**config.mk**
```make
export PLATFORM = sky130hd
export DESIGN_NAME = pwm_bank_flat
export DESIGN_NICKNAME = d
export VERILOG_FILES = /design/src/rtl/pwm_pkg.sv /design/src/rtl/pwm_if.sv /design/src/rtl/pwm_chan.sv /design/src/rtl/pwm_bank.sv /design/src/flat_wrapper.sv
export SDC_FILE = /design/constraint.sdc
export NUM_CORES = 1
export LEC_CHECK = 0
export ABC_AREA = 0
export CAP_MARGIN = 25
export CORE_UTILIZATION = 70
export DETAILED_ROUTE_END_ITERATION = 10
export GPL_ROUTABILITY_DRIVEN = 0
export MAX_ROUTING_LAYER = met4
export PLACE_DENSITY = 0.9
export SLEW_MARGIN = 30
export SYNTH_ARGS = -nofsm -noshare
export SYNTH_HDL_FRONTEND = slang
export SYNTH_HIERARCHICAL = 1
export SYNTH_SLANG_ARGS = --single-unit
```
**constraint.sdc**
```tcl
create_clock -name clk -period 20.3 [get_ports clk]
set_input_delay 6.09 -clock clk [delete_from_list [all_inputs] [get_ports clk]]
set_output_delay 6.09 -clock clk [all_outputs]
set_load 0.05 [all_outputs]
```
**src/rtl/pwm_pkg.sv**
```systemverilog
// Shared types and default timing for the PWM bank.
// Mode encoding is shared by the write bus, the channel registers and the bench.
package pwm_pkg;
    typedef enum logic [1:0] {
        OFF    = 2'd0,
        DIRECT = 2'd1,
        RAMP   = 2'd2,
        RSVD   = 2'd3
    } pwm_mode_t;

    localparam int unsigned DEF_PERIOD = 10000;
    localparam int unsigned DEF_STEP   = 100;
endpackage

```
**src/rtl/pwm_if.sv**
```systemverilog
// Write port and PWM status bundle between a controller and the PWM bank.
// master drives channel writes and observes outputs; slave is the bank side.
interface pwm_if
    import pwm_pkg::*;
#(
    parameter int N_CH  = 4,
    parameter int CNT_W = 14
);
    localparam int CH_W = (N_CH > 1) ? $clog2(N_CH) : 1;

    logic             wr_en;
    logic [CH_W-1:0]  wr_ch;
    pwm_mode_t        wr_mode;
    logic [CNT_W-1:0] wr_duty;
    logic [N_CH-1:0]  pwm_out;
    logic             period_start;
    logic [N_CH-1:0]  ramp_busy;

    modport master (
        output wr_en, wr_ch, wr_mode, wr_duty,
        input  pwm_out, period_start, ramp_busy
    );

    modport slave (
        input  wr_en, wr_ch, wr_mode, wr_duty,
        output pwm_out, period_start, ramp_busy
    );
endinterface

```
**src/rtl/pwm_chan.sv**
```systemverilog
// One PWM channel: shadow/active mode and duty, per-period ramp step, output compare.
// Latency: shadow at next edge, active at the period boundary, pwm one cycle after compare.
// Backpressure: none, every write strobe is accepted.
module pwm_chan
    import pwm_pkg::*;
#(
    parameter int               CNT_W = 14,
    parameter logic [CNT_W-1:0] STEP  = CNT_W'(DEF_STEP)
) (
    input  logic             clk,
    input  logic             rst,
    input  logic             sel,
    input  pwm_mode_t        wr_mode,
    input  logic [CNT_W-1:0] wr_duty,
    input  logic [CNT_W-1:0] cnt,
    input  logic             boundary,
    output logic             pwm,
    output logic             busy
);
    pwm_mode_t        mode, mode_a, eff_mode;
    logic [CNT_W-1:0] target, duty_a, eff_target, diff, step, duty_nxt;

    // A write landing in the boundary cycle bypasses the shadow so it commits at once.
    always_comb begin
        eff_mode   = sel ? wr_mode : mode;
        eff_target = sel ? wr_duty : target;
        diff       = (eff_target >= duty_a) ? (eff_target - duty_a) : (duty_a - eff_target);
        step       = (diff < STEP) ? diff : STEP;
        duty_nxt   = '0;
        case (eff_mode)
            DIRECT:  duty_nxt = eff_target;
            RAMP:    duty_nxt = (eff_target >= duty_a) ? (duty_a + step) : (duty_a - step);
            default: duty_nxt = '0;
        endcase
    end

    always_ff @(posedge clk or posedge rst) begin
        if (rst) begin
            mode   <= OFF;
            target <= '0;
            mode_a <= OFF;
            duty_a <= '0;
            pwm    <= 1'b0;
        end else begin
            if (sel) begin
                mode   <= wr_mode;
                target <= wr_duty;
            end
            if (boundary) begin
                mode_a <= eff_mode;
                duty_a <= duty_nxt;
            end
            pwm <= (mode_a != OFF) && (cnt < duty_a);
        end
    end

    assign busy = (mode_a == RAMP) && (duty_a != target);
endmodule

```
**src/rtl/pwm_bank.sv**
```systemverilog
// Bank of N_CH PWM channels sharing one period counter and period_start pulse.
// Latency: outputs registered one cycle after the compare; period_start aligned to first bit.
// Backpressure: none, one write accepted per strobe cycle.
module pwm_bank
    import pwm_pkg::*;
#(
    parameter int               N_CH   = 4,
    parameter int               CNT_W  = 14,
    parameter logic [CNT_W-1:0] PERIOD = CNT_W'(DEF_PERIOD),
    parameter logic [CNT_W-1:0] STEP   = CNT_W'(DEF_STEP)
) (
    input  logic  clk,
    input  logic  rst,
    pwm_if.slave  bus
);
    localparam int CH_W = (N_CH > 1) ? $clog2(N_CH) : 1;

    logic [CNT_W-1:0] cnt;
    logic             boundary;
    logic             period_start_q;
    logic [N_CH-1:0]  pwm_bits;
    logic [N_CH-1:0]  busy_bits;

    assign boundary = (cnt == PERIOD - 1'b1);

    always_ff @(posedge clk or posedge rst) begin
        if (rst) begin
            cnt            <= '0;
            period_start_q <= 1'b0;
        end else begin
            cnt            <= boundary ? '0 : cnt + 1'b1;
            period_start_q <= (cnt == '0);
        end
    end

    // Out-of-range channel numbers match no instance and are dropped.
    for (genvar i = 0; i < N_CH; i++) begin : g_ch
        pwm_chan #(
            .CNT_W (CNT_W),
            .STEP  (STEP)
        ) u_chan (
            .clk      (clk),
            .rst      (rst),
            .sel      (bus.wr_en && (bus.wr_ch == CH_W'(i))),
            .wr_mode  (bus.wr_mode),
            .wr_duty  (bus.wr_duty),
            .cnt      (cnt),
            .boundary (boundary),
            .pwm      (pwm_bits[i]),
            .busy     (busy_bits[i])
        );
    end

    assign bus.pwm_out      = pwm_bits;
    assign bus.period_start = period_start_q;
    assign bus.ramp_busy    = busy_bits;
endmodule

```
**src/flat_wrapper.sv**
```systemverilog
// flat-port wrapper written by rule: the top's interface ports become plain ports
module pwm_bank_flat import pwm_pkg::*;
#(
    parameter int               N_CH   = 4,
    parameter int               CNT_W  = 14,
    parameter logic [CNT_W-1:0] PERIOD = CNT_W'(DEF_PERIOD),
    parameter logic [CNT_W-1:0] STEP   = CNT_W'(DEF_STEP)
)
  (clk, rst, bus_wr_en, bus_wr_ch, bus_wr_mode, bus_wr_duty, bus_pwm_out, bus_period_start, bus_ramp_busy);
  pwm_if #(.N_CH(N_CH), .CNT_W(CNT_W)) bus_i ();
  input  logic clk;
  input  logic rst;
  input wire logic [$bits(bus_i.wr_en)-1:0] bus_wr_en;
  input wire logic [$bits(bus_i.wr_ch)-1:0] bus_wr_ch;
  input wire logic [$bits(bus_i.wr_mode)-1:0] bus_wr_mode;
  input wire logic [$bits(bus_i.wr_duty)-1:0] bus_wr_duty;
  output wire logic [$bits(bus_i.pwm_out)-1:0] bus_pwm_out;
  output wire logic [$bits(bus_i.period_start)-1:0] bus_period_start;
  output wire logic [$bits(bus_i.ramp_busy)-1:0] bus_ramp_busy;
  assign bus_i.wr_en = bus_wr_en;
  assign bus_i.wr_ch = bus_wr_ch;
  assign bus_i.wr_mode = bus_wr_mode;
  assign bus_i.wr_duty = bus_wr_duty;
  assign bus_pwm_out = bus_i.pwm_out;
  assign bus_period_start = bus_i.period_start;
  assign bus_ramp_busy = bus_i.ramp_busy;
  pwm_bank #(.N_CH(N_CH), .CNT_W(CNT_W), .PERIOD(PERIOD), .STEP(STEP)) u_core (.clk(clk), .rst(rst), .bus(bus_i));
endmodule
```
Yosys cells after proc, flatten, opt, wreduce, memory -nomap -nowiden:

Cells that the tools add are included.

* bits in registers: 147
* bits of input ports: 21
* output and inout port bits: 9
* word-level logic and storage cells: 114

* $add $sub $neg: 17
* order comparisons: 12
* equal/unequal tests: 20
* multiplexer cells: 25
* reduce and logical (&&, ||, !) cells: 18

Operator list (count)
* $mux W14: 17
* $sub A14 B14 Y14: 12
* $pmux W14 S2: 4
* $add A14 B14 Y14: 4
* $ge A14 B14 Y1: 4
* $lt A14 B14 Y1: 4
* $lt A14 B7 Y1 const B: 4
* $ne A14 B14 Y1: 4
* $eq A2 B2 Y1 const B: 10
* $add A14 B1 Y14 const B: 1
* $eq A14 B14 Y1 const B: 1
* $logic_not A14 Y1: 1
* $logic_and A1 B1 Y1: 12
* $eq A2 B1 Y1 const B: 5
* $mux W2: 4
* $reduce_bool A2 Y1: 4
* $logic_not A2 Y1: 1

Logic depth before layout (Yosys ltp):

* word-level depth: 10
* mapped depth: 36
* mapped depth without buffers: 32

By module:

The synthesis kept the hierarchy.

By module, submodules not included
* pwm_chan at u_core.g_ch[0].u_chan: instances 1, cells each 507, area each 4304.1 µm², sequential area each 825.8 µm²
* pwm_chan at u_core.g_ch[1].u_chan: instances 1, cells each 483, area each 4190.3 µm², sequential area each 825.8 µm²
* pwm_chan at u_core.g_ch[2].u_chan: instances 1, cells each 505, area each 4176.5 µm², sequential area each 825.8 µm²
* pwm_chan at u_core.g_ch[3].u_chan: instances 1, cells each 484, area each 4132.7 µm², sequential area each 825.8 µm²
* pwm_bank: instances 1, cells each 76, area each 763.2 µm², sequential area each 375.4 µm²

Worst setup path before layout:

Ideal clock, no wire load.

* path kind: input port to flip-flop
* start: input port bus_wr_en
* end: register u_core.g_ch[1].u_chan.duty_a[13]
* setup time: 0.142 ns
* data arrival time: 12.976 ns
* required time: 20.158 ns
* slack: 7.182 ns
* cell stages on the path: 34
* path buffers: 4
* cell sequence: nand2_1 nor2_1 clkbuf_1 buf_1 mux2_2 inv_1 ha_1 inv_1 fa_1 a211oi_1 o31ai_1 and2_1 nor3_4 buf_6 mux2i_1 xnor2_1 nor4b_4 nand2_1 or3_1 ha_1 and3_1 clkbuf_1 a31o_2 a21oi_1 ha_1 o21ai_0 nor2_1 or4b_2 and3_1 nor2_1 a21oi_1 a31o_1 a221oi_2 o221ai_1

* word-level cells in the longest chain between the ends: 9
* elaborated cells on any way between the ends: 15
* classes of those cells: add/sub: 4; order compare: 2; eq/ne: 2; mux: 6; reduce/logical: 1

RTL lines
* from (decl): RTL line flat_wrapper.sv:13 `input wire logic [$bits(bus_i.wr_en)-1:0] bus_wr_en;`
* $logic_and A1 B1 Y1 *: RTL line pwm_bank.sv:44 `.sel (bus.wr_en && (bus.wr_ch == CH_W'(i))),`
* $mux W14 *
* via u_core.g_ch[1].u_chan.eff_target[0]: RTL line pwm_chan.sv:21 `logic [CNT_W-1:0] target, duty_a, eff_target, diff, step, duty_nxt;`
* $sub A14 B14 Y14 / $ge A14 B14 Y1 (equally long branches): RTL line pwm_chan.sv:27, pwm_chan.sv:32
* $mux W14: RTL line pwm_chan.sv:27 `diff = (eff_target >= duty_a) ? (eff_target - duty_a) : (duty_a - eff_target);`
* $lt A14 B7 Y1: RTL line pwm_chan.sv:28 `step = (diff < STEP) ? diff : STEP;`
* $mux W14: RTL line pwm_chan.sv:28
* $sub A14 B14 Y14 / $add A14 B14 Y14 (equally long branches): RTL line pwm_chan.sv:32 `RAMP: duty_nxt = (eff_target >= duty_a) ? (duty_a + step) : (duty_a - step);`
* $mux W14 *: RTL line pwm_chan.sv:32
* $pmux W14 S2 *: RTL line pwm_chan.sv:30 `case (eff_mode)`
* to (signal assigned): RTL line pwm_chan.sv:51 `duty_a <= duty_nxt;`
* to (decl): RTL line pwm_chan.sv:21

Mark *: on every way through the listed nets, which the timed path passes. The rest lies on a longest branch.
A chain may end at the register's enable or synchronous reset.

Final worst setup path:

* start: input port bus_wr_ch[1]
* end: register u_core.g_ch[3].u_chan.duty_a[13]

* word-level cells in the longest chain between the ends: 10
* elaborated cells on any way between the ends: 16
* classes of those cells: add/sub: 4; order compare: 2; eq/ne: 3; mux: 6; reduce/logical: 1

RTL lines
* from (decl): RTL line flat_wrapper.sv:14 `input wire logic [$bits(bus_i.wr_ch)-1:0] bus_wr_ch;`
* $eq A2 B2 Y1 *: RTL line pwm_bank.sv:44
* $logic_and A1 B1 Y1 *: RTL line pwm_bank.sv:44
* $mux W14 *
* via u_core.g_ch[3].u_chan.eff_target[9]: RTL line pwm_chan.sv:21
* $sub A14 B14 Y14 / $ge A14 B14 Y1 (equally long branches): RTL line pwm_chan.sv:27, pwm_chan.sv:32
* $mux W14: RTL line pwm_chan.sv:27
* $lt A14 B7 Y1: RTL line pwm_chan.sv:28
* $mux W14: RTL line pwm_chan.sv:28
* $sub A14 B14 Y14 / $add A14 B14 Y14 (equally long branches): RTL line pwm_chan.sv:32
* $mux W14 *: RTL line pwm_chan.sv:32
* $pmux W14 S2 *: RTL line pwm_chan.sv:30
* to (signal assigned): RTL line pwm_chan.sv:51
* to (decl): RTL line pwm_chan.sv:21

Marked as above.

==> impl_metrics.json <==
{
  "outcome": "completed",
  "final_period_minus_worst_setup_slack_ns": 15.08,
  "htreeDepth": 4,
  "clock-sinks": 147,
  "slowest_stage": "and3_1",
  "row_count": 57,
  "fmax_mhz": 66.32,
  "max-cap-violations": 0,
  "avgViaCountPerCell": 7.188,
  "rsz0062_at_grt": "no",
  "grt_usage_pct": 42.63,
  "initial_core_util_pct": 71.81,
  "fin_skew_ns": 0.009631,
  "cp.buffers_inverters": 1,
  "drc": 0,
  "cp.required_ns": 20.61,
  "endpoint_kind": "flip-flop",
  "path_class": "in2reg",
  "n_fill_cell": 1630,
  "placed_cell_area_um2": 17890,
  "drt_iter0_markers": 2314,
  "cp_slowest_stage_delay_ns": 0.84,
  "drt-total-wl_um": 53420,
  "startpoint_type": "input port",
  "grt_pass1_vias": 16270,
  "clockRootBuffer": "clkbuf_16",
  "peakVddDrop_v": 0.00006227,
  "hold_depth": 2,
  "finalCritPeriodShare_pct": 74.27,
  "cts-resized-gates": 0,
  "dieHeight_um": 160.4,
  "io_buffers": 29,
  "setup_viol": 0,
  "layout-drive-gt1-share_pct": 8.472,
  "synth-seq-cells": 147,
  "slew_headroom_pct": 33.26,
  "via_count": 17040,
  "grt_pass1_wl_um": 85440,
  "dp_hpwl_um": 38900,
  "synth_area_per_cell_um2": 8.548,
  "final-hold-violation-count": 0,
  "io_pins": 30,
  "cp_max_fo": 23,
  "crit_family": "simple AND/OR/NAND/NOR gates",
  "drt_first_pass_iters": 6,
  "crit_cells": 29,
  "postCtsSetupBuffers": 0,
  "pwr_density_cell_nw_per_um2": 64.69,
  "overflow": 0,
  "tns_ns": 0,
  "syn_area_um2": 17570,
  "synth_flop_cell": "dfrtp_1",
  "cts.path.max_buffers": 2,
  "avgRoutedWirePerCell_um": 22.54,
  "cts_hold_buf": 0,
  "critical_path_arrival_ns": 15.39,
  "area_growth_pct": 5.313,
  "antenna_found_initial": 4,
  "power.leakage_uw": 0.008527,
  "cts_tree": "built",
  "fin_area_um2": 18500,
  "synth_cell_types": 108,
  "antenna_left": 0,
  "dieWidth_um": 160.4,
  "seq_area_frac_synth_pct": 20.94,
  "cts.clk_slew.worst_paths_ns": 0.07,
  "coreArea_um2": 24460,
  "numCtsBuffers": 17,
  "synth_nets": 2323,
  "synth_edf_count": 0,
  "synthArstFlopShare_pct": 100.0,
  "nets": 2297,
  "clock_latency_ns": 0.45,
  "yosys_warnings": 6,
  "hold_class": "reg2reg",
  "tightest_slew_ns": 1.001,
  "slew_viol_final": 0,
  "syn_inst": 2055,
  "die_area_um2": 25730,
  "ff2ff_path_depth": 27,
  "grt_max_degree": 53
}
sequential cells by signal (all words and copies together) (netlist names):
| register | flops |
|---|---|
| u_core/g_ch.u_chan/pwm | 4 |
| u_core/bus.period_start | 1 |
| u_core/cnt | 14 |
| u_core/g_ch.u_chan/mode | 8 |
| u_core/g_ch.u_chan/duty_a | 56 |
| u_core/g_ch.u_chan/target | 56 |
| u_core/g_ch.u_chan/mode_a | 8 |
final cells by class:
class | instances | area (µm²) | area share (%)
tap | 324 | 405.4 | 2.191
clock inverter | 15 | 160.2 | 0.8657
inverter | 181 | 679.4 | 3.672
antenna | 4 | 10.01 | 0.05411
timing repair buffer | 39 | 372.9 | 2.015
clock buffer | 17 | 425.4 | 2.299
sequential | 147 | 3679 | 19.88
multi-input combinational | 1643 | 12770 | 69.02
synthesized netlist by cell type (all sizes together), types with 12 or more instances:
master | instances | area (µm²)
a211oi | 27 | 227.7
a21o | 77 | 578.1
a21oi | 152 | 783.3
a22oi | 48 | 360.4
a31oi | 35 | 234.0
and2 | 18 | 115.1
and3 | 20 | 125.1
buf | 43 | 291.5
clkbuf | 41 | 153.9
dfrtp | 147 | 3679
fa | 12 | 240.2
ha | 235 | 2940
inv | 181 | 679.4
mux2 | 58 | 653.1
mux2i | 44 | 440.4
nand2 | 105 | 404.1
nand2b | 28 | 175.2
nand3 | 50 | 267.8
nand4 | 39 | 262.8
nor2 | 118 | 466.7
nor2b | 22 | 137.6
nor3 | 39 | 239.0
nor4 | 22 | 167.7
o211ai | 12 | 103.9
o21a | 18 | 135.1
o21ai | 81 | 409.2
o22ai | 58 | 362.9
or3 | 17 | 111.4
xnor2 | 68 | 603.1
xor2 | 81 | 709.4
cells in the final DEF (no fill, tap or decap), types with 7 or more instances in the layout:
cell / synthesis / routed
nor4_1: 20 / 20
mux2_2: 58 / 58
o31ai_1: 8 / 8
nand2b_1: 28 / 28
a31oi_1: 34 / 34
a22oi_1: 48 / 48
nor3_1: 34 / 34
xor2_1: 81 / 81
o221ai_1: 9 / 9
ha_1: 235 / 235
fa_1: 12 / 12
o21a_1: 18 / 18
o21ai_0: 74 / 74
inv_1: 179 / 179
mux2i_1: 44 / 44
or3_1: 16 / 16
xnor2_1: 67 / 67
nor2_1: 116 / 116
and3_1: 20 / 20
a211o_1: 7 / 7
buf_4: 13 / 9
nand3_1: 48 / 48
a21oi_1: 146 / 146
nand2_1: 103 / 103
o211ai_1: 11 / 11
a21o_1: 77 / 77
nor2b_1: 22 / 22
a211oi_1: 22 / 22
nand3b_1: 11 / 11
and2_1: 15 / 15
clkbuf_16: 0 / 17
o22ai_1: 58 / 58
dfrtp_1: 147 / 147
a311oi_1: 8 / 8
clkdlybuf4s50_1: 0 / 29
nand4_1: 36 / 36
o21bai_1: 11 / 11
metrics by stage:
step | setup WS [ns] | cells | total power (µW) | util (%) | hold slack (ns)
final | 5.222 | 2370 | 1197 | 75.63 | 0.5538
after global routing | 4.767 | 2370 | 1254 | 75.63 | 0.5821
after CTS | 5.610 | 2365 | 1174 | 75.53 | 0.5514
after detailed placement | 5.377 | 2333 | 859.7 | 73.13 | 0.5345
after global placement | 5.932 | 2333 | 837.0 | 73.13 | 0.5189
after floorplan | 7.182 | 2055 | 752.5 | - | 0.4935
path summary, 6_finish.rpt:
check	from	end	slack (ns)
hold / removal	u_core/g_ch[1].u_chan/mode[0]	u_core/g_ch[1].u_chan/mode[0]	0.55
hold reg to reg	u_core/g_ch[1].u_chan/mode[0]	u_core/g_ch[1].u_chan/mode[0]	0.55
max in group asynchronous	rst	u_core/cnt[4]	13.69
setup / recovery	bus_wr_ch[1]	u_core/g_ch[3].u_chan/duty_a[13]	5.22
setup reg to reg	u_core/g_ch[3].u_chan/target[9]	u_core/g_ch[3].u_chan/duty_a[13]	11.99
min in group asynchronous	rst	u_core/cnt[6]	6.21
power by group:
group | internal (µW) | total (µW) | switching (µW)
clock | 165 | 315 | 151
sequential | 317 | 334 | 16.7
combinational | 209 | 547 | 338
total | 691 | 1200 | 506
worst register-to-register path: stages, from the launching register on:
cell and delay [ns]:
dfrtp_1 0.41, mux2_2 0.32, ha_1 0.44, a21oi_2 0.22, o21ai_2 0.10, a2111oi_4 0.49, o31a_2 0.57, mux2i_1 0.43
xnor2_1 0.17, nor3_2 0.32, nor3b_1 0.15, nor2_1 0.42, nand2_1 0.14, ha_1 0.30, nand2_1 0.08, nand2_1 0.07
ha_1 0.29, a21o_1 0.21, a211oi_1 0.26, nor2_1 0.13, nor4_1 0.57, o31ai_1 0.21, o21ai_0 0.32, nand2b_1 0.09
a21oi_1 0.44, or3_1 0.22, a31oi_1 0.21, or4_1 0.61
per-layer routing:
metal	wire length [µm]	vias to the layer above	share of wire, %	global-route usage, %
met5	0	-	0	-
met4	2911	0	5.4	22.29
met3	5394	254	10	7.929
li1	-	7502	-	-
met1	20220	8094	38	52.18
met2	24890	1186	47	66.90
kinds of logic (layout without fill, tap and decap cells):
| group | Yosys count | count (layout) | share of synthesized area [%] |
|---|---|---|---|
| AO/OA/AOI/OAI | 617 | 617 | 24.34 |
| AND/OR/NAND/NOR | 528 | 528 | 16.51 |
| buffers and inverters | 265 | 252 | 6.403 |
| adder cells (fa/ha/maj) | 247 | 247 | 18.11 |
| XOR/XNOR | 149 | 149 | 7.472 |
| flip-flops | 147 | 147 | 20.94 |
| multiplexers | 102 | 102 | 6.225 |
| other | 0 | 4 | 0 |
(Power assumes the default switching activity.)
